`src/rtl/board_row_clear_if.sv`:
```
// Engine-side bundle for board_row_clear: start/status handshake plus the board RAM port.
// With ROWCLR_SCORE_EN defined the bundle also carries score_delta.
`timescale 1ns/1ps
interface board_row_clear_if #(
  parameter int ADDR_WIDTH = 12,
  parameter int DATA_WIDTH = 32
);
  logic                  start;
  logic                  busy;
  logic                  done;
  logic [2:0]            lines_cleared;
  logic                  mem_req;
  logic [ADDR_WIDTH-1:0] mem_addr;
  logic                  mem_wEn;
  logic [DATA_WIDTH-1:0] mem_dataIn;
  logic [DATA_WIDTH-1:0] mem_dataOut;
`ifdef ROWCLR_SCORE_EN
  logic [10:0]           score_delta;

  modport master (input start, mem_dataOut,
                  output busy, done, lines_cleared, mem_req, mem_addr, mem_wEn, mem_dataIn,
                  score_delta);
  modport slave  (output start, mem_dataOut,
                  input busy, done, lines_cleared, mem_req, mem_addr, mem_wEn, mem_dataIn,
                  score_delta);
`else
  modport master (input start, mem_dataOut,
                  output busy, done, lines_cleared, mem_req, mem_addr, mem_wEn, mem_dataIn);
  modport slave  (output start, mem_dataOut,
                  input busy, done, lines_cleared, mem_req, mem_addr, mem_wEn, mem_dataIn);
`endif
endinterface

```
`src/rtl/board_row_clear.sv`:
```
// board_row_clear: bottom-up line-clear engine for the Tetris board held in RAM.
// Optional ROWCLR_SCORE_EN adds score_delta, the points earned by the last pass.
`timescale 1ns/1ps
module board_row_clear #(
  parameter int COLS       = 10,
  parameter int ROWS       = 20,
  parameter int BASE_ADDR  = 0,
  parameter int ADDR_WIDTH = 12,
  parameter int DATA_WIDTH = 32
) (
  input logic              clock,
  input logic              reset,
  board_row_clear_if.master bus
);
  // state   | meaning
  // S_IDLE  | waiting for start
  // S_SCAN  | reading one row, col_q 0..COLS (last step is the decision)
  // S_SHIFT | copying row dst-1 into row dst, read/write per cell
  // S_CLEAR | zero-filling row 0
  // S_DONE  | one-cycle done pulse
  localparam int RW = $clog2(ROWS);
  localparam int CW = $clog2(COLS + 1);
  localparam logic [RW-1:0] ROW_TOP  = RW'(ROWS - 1);
  localparam logic [CW-1:0] COL_LAST = CW'(COLS - 1);
  localparam logic [CW-1:0] COL_END  = CW'(COLS);

  typedef enum logic [2:0] {S_IDLE, S_SCAN, S_SHIFT, S_CLEAR, S_DONE} state_t;

  state_t                state_q, state_d;
  logic [RW-1:0]         row_q, row_d, dst_q, dst_d;
  logic [CW-1:0]         col_q, col_d;
  logic                  full_q, full_d, busy_q, busy_d, done_q, done_d;
  logic                  wen_q, wen_d, copy_q, copy_d;
  logic [2:0]            lines_q, lines_d;
  logic [ADDR_WIDTH-1:0] addr_q, addr_d;
  logic [DATA_WIDTH-1:0] wdata;
  logic                  cell_ok;

  function automatic logic [ADDR_WIDTH-1:0] addr_of(input logic [RW-1:0] r, input logic [CW-1:0] c);
    return ADDR_WIDTH'(BASE_ADDR + COLS * 32'(r) + 32'(c));
  endfunction

  assign cell_ok = bus.mem_dataOut[2:0] != 3'd0;

  always_comb begin
    state_d = state_q;
    row_d   = row_q;
    dst_d   = dst_q;
    col_d   = col_q;
    full_d  = full_q;
    busy_d  = busy_q;
    done_d  = 1'b0;
    wen_d   = 1'b0;
    copy_d  = 1'b0;
    lines_d = lines_q;
    addr_d  = addr_q;
    unique case (state_q)
      S_IDLE: if (bus.start) begin
        state_d = S_SCAN;
        row_d   = ROW_TOP;
        col_d   = '0;
        full_d  = 1'b1;
        lines_d = '0;
        busy_d  = 1'b1;
        addr_d  = addr_of(ROW_TOP, '0);
      end
      S_SCAN: begin
        // read data trails the address by one cycle, so col_q=k sees cell k-1
        if (col_q != '0) full_d = full_q & cell_ok;
        if (col_q == COL_END) begin
          col_d = '0;
          if (full_q && cell_ok) begin
            dst_d = row_q;
            if (row_q == '0) begin
              state_d = S_CLEAR;
              wen_d   = 1'b1;
              addr_d  = addr_of('0, '0);
            end else begin
              state_d = S_SHIFT;
              addr_d  = addr_of(row_q - RW'(1), '0);
            end
          end else if (row_q == '0) begin
            state_d = S_DONE;
            done_d  = 1'b1;
          end else begin
            row_d  = row_q - RW'(1);
            full_d = 1'b1;
            addr_d = addr_of(row_q - RW'(1), '0);
          end
        end else begin
          col_d = col_q + CW'(1);
          if (col_q != COL_LAST) addr_d = addr_of(row_q, col_q + CW'(1));
        end
      end
      S_SHIFT: begin
        if (!copy_q) begin
          // write cycle forwards the returning read word straight to mem_dataIn
          wen_d  = 1'b1;
          copy_d = 1'b1;
          addr_d = addr_of(dst_q, col_q);
        end else if (col_q != COL_LAST) begin
          col_d  = col_q + CW'(1);
          addr_d = addr_of(dst_q - RW'(1), col_q + CW'(1));
        end else if (dst_q != RW'(1)) begin
          dst_d  = dst_q - RW'(1);
          col_d  = '0;
          addr_d = addr_of(dst_q - RW'(2), '0);
        end else begin
          state_d = S_CLEAR;
          col_d   = '0;
          wen_d   = 1'b1;
          addr_d  = addr_of('0, '0);
        end
      end
      S_CLEAR: begin
        if (col_q != COL_LAST) begin
          col_d  = col_q + CW'(1);
          wen_d  = 1'b1;
          addr_d = addr_of('0, col_q + CW'(1));
        end else begin
          state_d = S_SCAN;
          col_d   = '0;
          full_d  = 1'b1;
          lines_d = (lines_q == 3'd7) ? lines_q : lines_q + 3'd1;
          addr_d  = addr_of(row_q, '0);
        end
      end
      S_DONE: begin
        state_d = S_IDLE;
        busy_d  = 1'b0;
      end
      default: state_d = S_IDLE;
    endcase
  end

  always_ff @(posedge clock or negedge reset) begin
    if (!reset) begin
      state_q <= S_IDLE;
      row_q   <= '0;
      dst_q   <= '0;
      col_q   <= '0;
      full_q  <= 1'b0;
      busy_q  <= 1'b0;
      done_q  <= 1'b0;
      wen_q   <= 1'b0;
      copy_q  <= 1'b0;
      lines_q <= '0;
      addr_q  <= '0;
    end else begin
      state_q <= state_d;
      row_q   <= row_d;
      dst_q   <= dst_d;
      col_q   <= col_d;
      full_q  <= full_d;
      busy_q  <= busy_d;
      done_q  <= done_d;
      wen_q   <= wen_d;
      copy_q  <= copy_d;
      lines_q <= lines_d;
      addr_q  <= addr_d;
    end
  end

  assign wdata             = copy_q ? bus.mem_dataOut : '0;
  assign bus.busy          = busy_q;
  assign bus.mem_req       = busy_q;
  assign bus.done          = done_q;
  assign bus.lines_cleared = lines_q;
  assign bus.mem_addr      = addr_q;
  assign bus.mem_wEn       = wen_q;
  assign bus.mem_dataIn    = wdata;

`ifdef ROWCLR_SCORE_EN
  logic [10:0] score_q, score_d;

  always_comb begin
    score_d = score_q;
    if (state_q == S_IDLE && bus.start) score_d = '0;
    else if (done_d) begin
      unique case (lines_q)
        3'd0:    score_d = 11'd0;
        3'd1:    score_d = 11'd40;
        3'd2:    score_d = 11'd100;
        3'd3:    score_d = 11'd300;
        default: score_d = 11'd1200;
      endcase
    end
  end

  always_ff @(posedge clock or negedge reset) begin
    if (!reset) score_q <= '0;
    else        score_q <= score_d;
  end

  assign bus.score_delta = score_q;
`else
  // scoring disabled: no score_delta port or state
`endif
endmodule
```
`src/flat_wrapper.sv`:
```
// flat-port wrapper written by rule: the top's interface ports become plain ports
module board_row_clear_flat 
#(
  parameter int COLS       = 10,
  parameter int ROWS       = 20,
  parameter int BASE_ADDR  = 0,
  parameter int ADDR_WIDTH = 12,
  parameter int DATA_WIDTH = 32
)
  (clock, reset, bus_start, bus_mem_dataOut, bus_busy, bus_done, bus_lines_cleared, bus_mem_req, bus_mem_addr, bus_mem_wEn, bus_mem_dataIn);
  board_row_clear_if #(.ADDR_WIDTH(ADDR_WIDTH), .DATA_WIDTH(DATA_WIDTH)) bus_i ();
  input logic clock;
  input logic reset;
  input wire logic [$bits(bus_i.start)-1:0] bus_start;
  input wire logic [$bits(bus_i.mem_dataOut)-1:0] bus_mem_dataOut;
  output wire logic [$bits(bus_i.busy)-1:0] bus_busy;
  output wire logic [$bits(bus_i.done)-1:0] bus_done;
  output wire logic [$bits(bus_i.lines_cleared)-1:0] bus_lines_cleared;
  output wire logic [$bits(bus_i.mem_req)-1:0] bus_mem_req;
  output wire logic [$bits(bus_i.mem_addr)-1:0] bus_mem_addr;
  output wire logic [$bits(bus_i.mem_wEn)-1:0] bus_mem_wEn;
  output wire logic [$bits(bus_i.mem_dataIn)-1:0] bus_mem_dataIn;
  assign bus_i.start = bus_start;
  assign bus_i.mem_dataOut = bus_mem_dataOut;
  assign bus_busy = bus_i.busy;
  assign bus_done = bus_i.done;
  assign bus_lines_cleared = bus_i.lines_cleared;
  assign bus_mem_req = bus_i.mem_req;
  assign bus_mem_addr = bus_i.mem_addr;
  assign bus_mem_wEn = bus_i.mem_wEn;
  assign bus_mem_dataIn = bus_i.mem_dataIn;
  board_row_clear #(.COLS(COLS), .ROWS(ROWS), .BASE_ADDR(BASE_ADDR), .ADDR_WIDTH(ADDR_WIDTH), .DATA_WIDTH(DATA_WIDTH)) u_core (.clock(clock), .reset(reset), .bus(bus_i));
endmodule
```
`config.mk`:
```
export PLATFORM = sky130hd
export DESIGN_NAME = board_row_clear_flat
export DESIGN_NICKNAME = d
export VERILOG_FILES = /design/src/rtl/board_row_clear_if.sv /design/src/rtl/board_row_clear.sv /design/src/flat_wrapper.sv
export SDC_FILE = /design/constraint.sdc
export NUM_CORES = 1
export LEC_CHECK = 0
export ABC_AREA = 1
export BUFFER_PORTS_ARGS = -buffer_cell sky130_fd_sc_hd__buf_2
export CAP_MARGIN = 20
export CORE_MARGIN = 10
export CORE_UTILIZATION = 55
export CTS_BUF_LIST = sky130_fd_sc_hd__clkbuf_8
export DETAILED_ROUTE_END_ITERATION = 6
export PLACE_DENSITY = 0.83
export SYNTH_ARGS = -nofsm -noshare
export SYNTH_HDL_FRONTEND = slang
export SYNTH_SLANG_ARGS = --single-unit
export TNS_END_PERCENT = 50
```
`constraint.sdc`:
```
create_clock -name clock -period 3.56 [get_ports clock]
set_clock_uncertainty 0.15 [all_clocks]
set_input_delay 0.712 -clock clock [delete_from_list [all_inputs] [get_ports clock]]
set_output_delay 0.712 -clock clock [all_outputs]
set_load 0.02 [all_outputs]
```
==> flow_summary.yaml <==
global_routing:
  grt_overflow_total: 0
  grt_pass1_vias: 4164
  grt_usage: 0.215
  antenna_found_initial: 0
  grt_pass1_wl_um: 20000
  grt_max_degree: 39
timing:
  fin_ws_ns: 0.399
  timing.final.crit_share: 0.888
  grt_setup_unrepaired: "false"
  fin_crit_ns: 3.16
  fin_setup_tns_ns: 0
  worst_pin_slew_ns: 0.830
  clock.fmax_ghz: 0.316
  setup_viol: 0
  finalHoldViolCount: 0
  slew-limit-headroom: 0.446
  slew_viol_final: 0
pwr:
  vdd_drop_max_v: 0.000559
  p_per_area_mw_per_mm2: 859
  power_leakage_nw: 2.72
setup_path:
  worst-path-stages: 16
  crit_path_frequent_cell: "nand2_1"
  crit_type: "reg2reg"
  path_buf_inv: 3
  cp.required_ns: 3.63
  cpMaxStageDelayCell: "fa_1"
  cp-end-kind: "flop"
  path_cells: "inv_1, ha_1, inv_1, nand2_1, nand2_1, ha_1, ha_1, fa_1, nand3_1, nor2_1, inv_1, nand3_1, nand3_1, nand2_1, nand2_1, a21oi_1"
  crit_arrival_ns: 3.23
  startpoint_type: "flop"
  cpPeakStageDelay_ns: 0.54
  reg2reg_depth: 16
  cp_max_fo: 6
  path_delay_family: "adder cells"
die:
  core.rowCount: 31
  die_area_mm2: 0.0111
  initial_utilization: 0.559
  die_y_um: 105
  ios: 86
  die_x_um: 105
  coreArea_mm2: 0.00718
clock_network:
  cts_tree: "done"
  root_buffer: "clkbuf_8"
  numCtsBuffers: 5
  ctsHtreeMaxLevel: 2
  clk_latency_ns: 0.29
  cts.path.max_buffers: 2
  clock_sinks: 35
  clkTransAtPathRegs_ns: 0.08
placement:
  place.port_buffers: 83
  gp_congestion: 0.926
  pre_cts_slack_ns: 0.338
  dp_hpwl_um: 9690
logic_synthesis:
  async_flop_share: 1.00
  synth_top_family_by_area: "simple AND/OR/NAND/NOR gates"
  synth_seq_cells: 35
  synth_edf_count: 0
  synthSimpleGateAreaFrac: 0.254
  postSynthAreaPerCell_um2: 6.98
  ys.flop_type: "dfrtp_1"
  seq_area_frac_synth: 0.218
  synth_warnings: 0
  syn_inst: 574
  synth_xor_area_frac: 0.0481
  ys_types: 49
  synthAdderAreaFrac: 0.190
  syn_area_mm2: 0.00401
  muxShareOfSynthArea: 0
  synth_compound_area_frac: 0.162
worst_hold_path:
  hold_path_class: "reg2reg"
  hold_depth: 2
cells_and_area:
  drive_above_1_share: 0.184
  diodes: 0
  area_delta_synth_final_pct: 14.9
  fin_nets: 746
  fillers: 651
routing:
  dr_total_vias: 4104
  detail-route-antenna-nets: 0
  topRoutingLayerUsed: "met4"
  wl_met2_um: 5920
  drt_iter0_markers: 279
  drc: 0
  drt-pass1-iter-count: 5
  drt_wl_total_um: 11800
  wl_met3_um: 683
  vias_per_cell: 5.44
  wl_per_cell_um: 15.7
  met1Wirelength_um: 4960
run:
  drv_cap: 0
outcome:
  status: "completed"
-- worst min-delay path, cell delays in order (launching register included) --
cell and delay [ns]:
dfrtp_1 0.34, nand2_1 0.05, o31ai_1 0.05
-- flip-flops by register name (all words and copies together) (netlist names) --
name and flops:
u_core.bus.done 1, u_core.copy_q 1, u_core.bus.lines_cleared 3, u_core.state_q 3, u_core.bus.busy 1, u_core.col_q 4
u_core.row_q 5, u_core.dst_q 5, u_core.full_q 1, u_core.bus.mem_addr 10, u_core.bus.mem_wEn 1
-- path summary, 6_finish.rpt --
kind,from,endpoint,slack (ns)
worst min register to register,u_core.bus.mem_addr[9],u_core.bus.mem_addr[9],0.33
worst max register to register,u_core.dst_q[0],u_core.bus.mem_addr[7],0.40
worst min-delay path,u_core.bus.mem_addr[9],u_core.bus.mem_addr[9],0.33
worst max-delay path,u_core.dst_q[0],u_core.bus.mem_addr[7],0.40
min in group asynchronous,reset,u_core.dst_q[4],0.36
max in group asynchronous,reset,u_core.row_q[4],2.37
-- where the power goes --
group	total, mW	switching (mW)	internal [mW]
clock	0.329	0.155	0.174
combinational	2.98	1.94	1.04
sequential	0.641	0.127	0.514
total	3.95	2.23	1.73
-- timing repair --
| action | CTS | global route |
|---|---|---|
| gates resized for setup | 0 | 2 |
| buffers inserted | 0 | 0 |
| endpoints found under the setup margin | 0 | 1 |
| hold buffers | 0 | 0 |
-- metrics by stage --
step	power, mW	cells	hold slack [ns]	util	instance area, um2
6_report	3.95	755	0.331	0.642	4600
5_1_grt	4.37	755	0.364	0.642	4600
4_1_cts	3.91	755	0.342	0.641	4600
3_5_place_dp	3.56	747	0.322	0.627	4500
3_3_place_gp	3.50	747	0.318	0.627	4500
2_1_floorplan	2.83	575	0.266	-	4010
-- cell usage after synthesis, types with 4 or more instances --
library cell / number / area, um2
nand2_1: 131 / 492
inv_1: 110 / 413
ha_1: 48 / 601
nand3_1: 37 / 185
a21oi_1: 35 / 175
dfrtp_1: 35 / 876
nor2_1: 35 / 131
o21ai_0: 31 / 155
xor2_1: 13 / 114
o211ai_1: 9 / 67.6
xnor2_1: 9 / 78.8
fa_1: 8 / 160
clkbuf_1: 6 / 22.5
inv_2: 6 / 22.5
nand4_1: 6 / 37.5
nor2_4: 5 / 56.3
a31oi_1: 4 / 25.0
nand2_2: 4 / 25.0
-- layer usage --
layer / global-route usage / up-vias
met1: 0.259 / 1907
li1: - / 2010
met2: 0.385 / 155
met4: 0.0510 / 0
met5: 0 / -
met3: 0.0396 / 32
-- area by class of cell --
cell class	count	area (um2)	share of cell area
well taps	99	124	0.0269
flip-flops and latches	35	876	0.190
repair buffers	85	430	0.0935
inverters	117	442	0.0959
multi-input cells	411	2630	0.572
clock buffers	7	96.3	0.0209
clock inverters	1	3.75	0.000815
-- cell usage in the layout (no fill, tap or decap), types with 2 or more instances in the layout --
cell       netlist  routed
xnor2_1          9       9
inv_2            6       7
o2111ai_1        2       2
nor2_4           5       5
o21ai_1          3       3
o21ai_0         31      31
o32ai_1          2       2
o31ai_1          2       2
inv_1          110     110
clkbuf_8         0       7
dfrtp_1         35      35
nand2_1        131     131
o22ai_1          2       2
buf_2            1      83
o221ai_1         3       3
conb_1           1       2
fa_1             8       8
o211ai_1         9       9
nand4_1          6       6
a21oi_1         35      35
nor2_1          35      34
a31oi_1          4       4
nand2_4          2       2
ha_1            48      48
nand3_1         37      37
buf_4            3       2
nand2_2          4       4
xor2_1          13      13
-- kinds of logic after synthesis --
group | count (synthesis)
compound gates | 105
xor+xnor | 22
fa+ha+maj | 56
buf+inv | 129
flops | 35
other cells | 1
simple gates | 226
No activity file was read; power rests on OpenSTA's default activity.
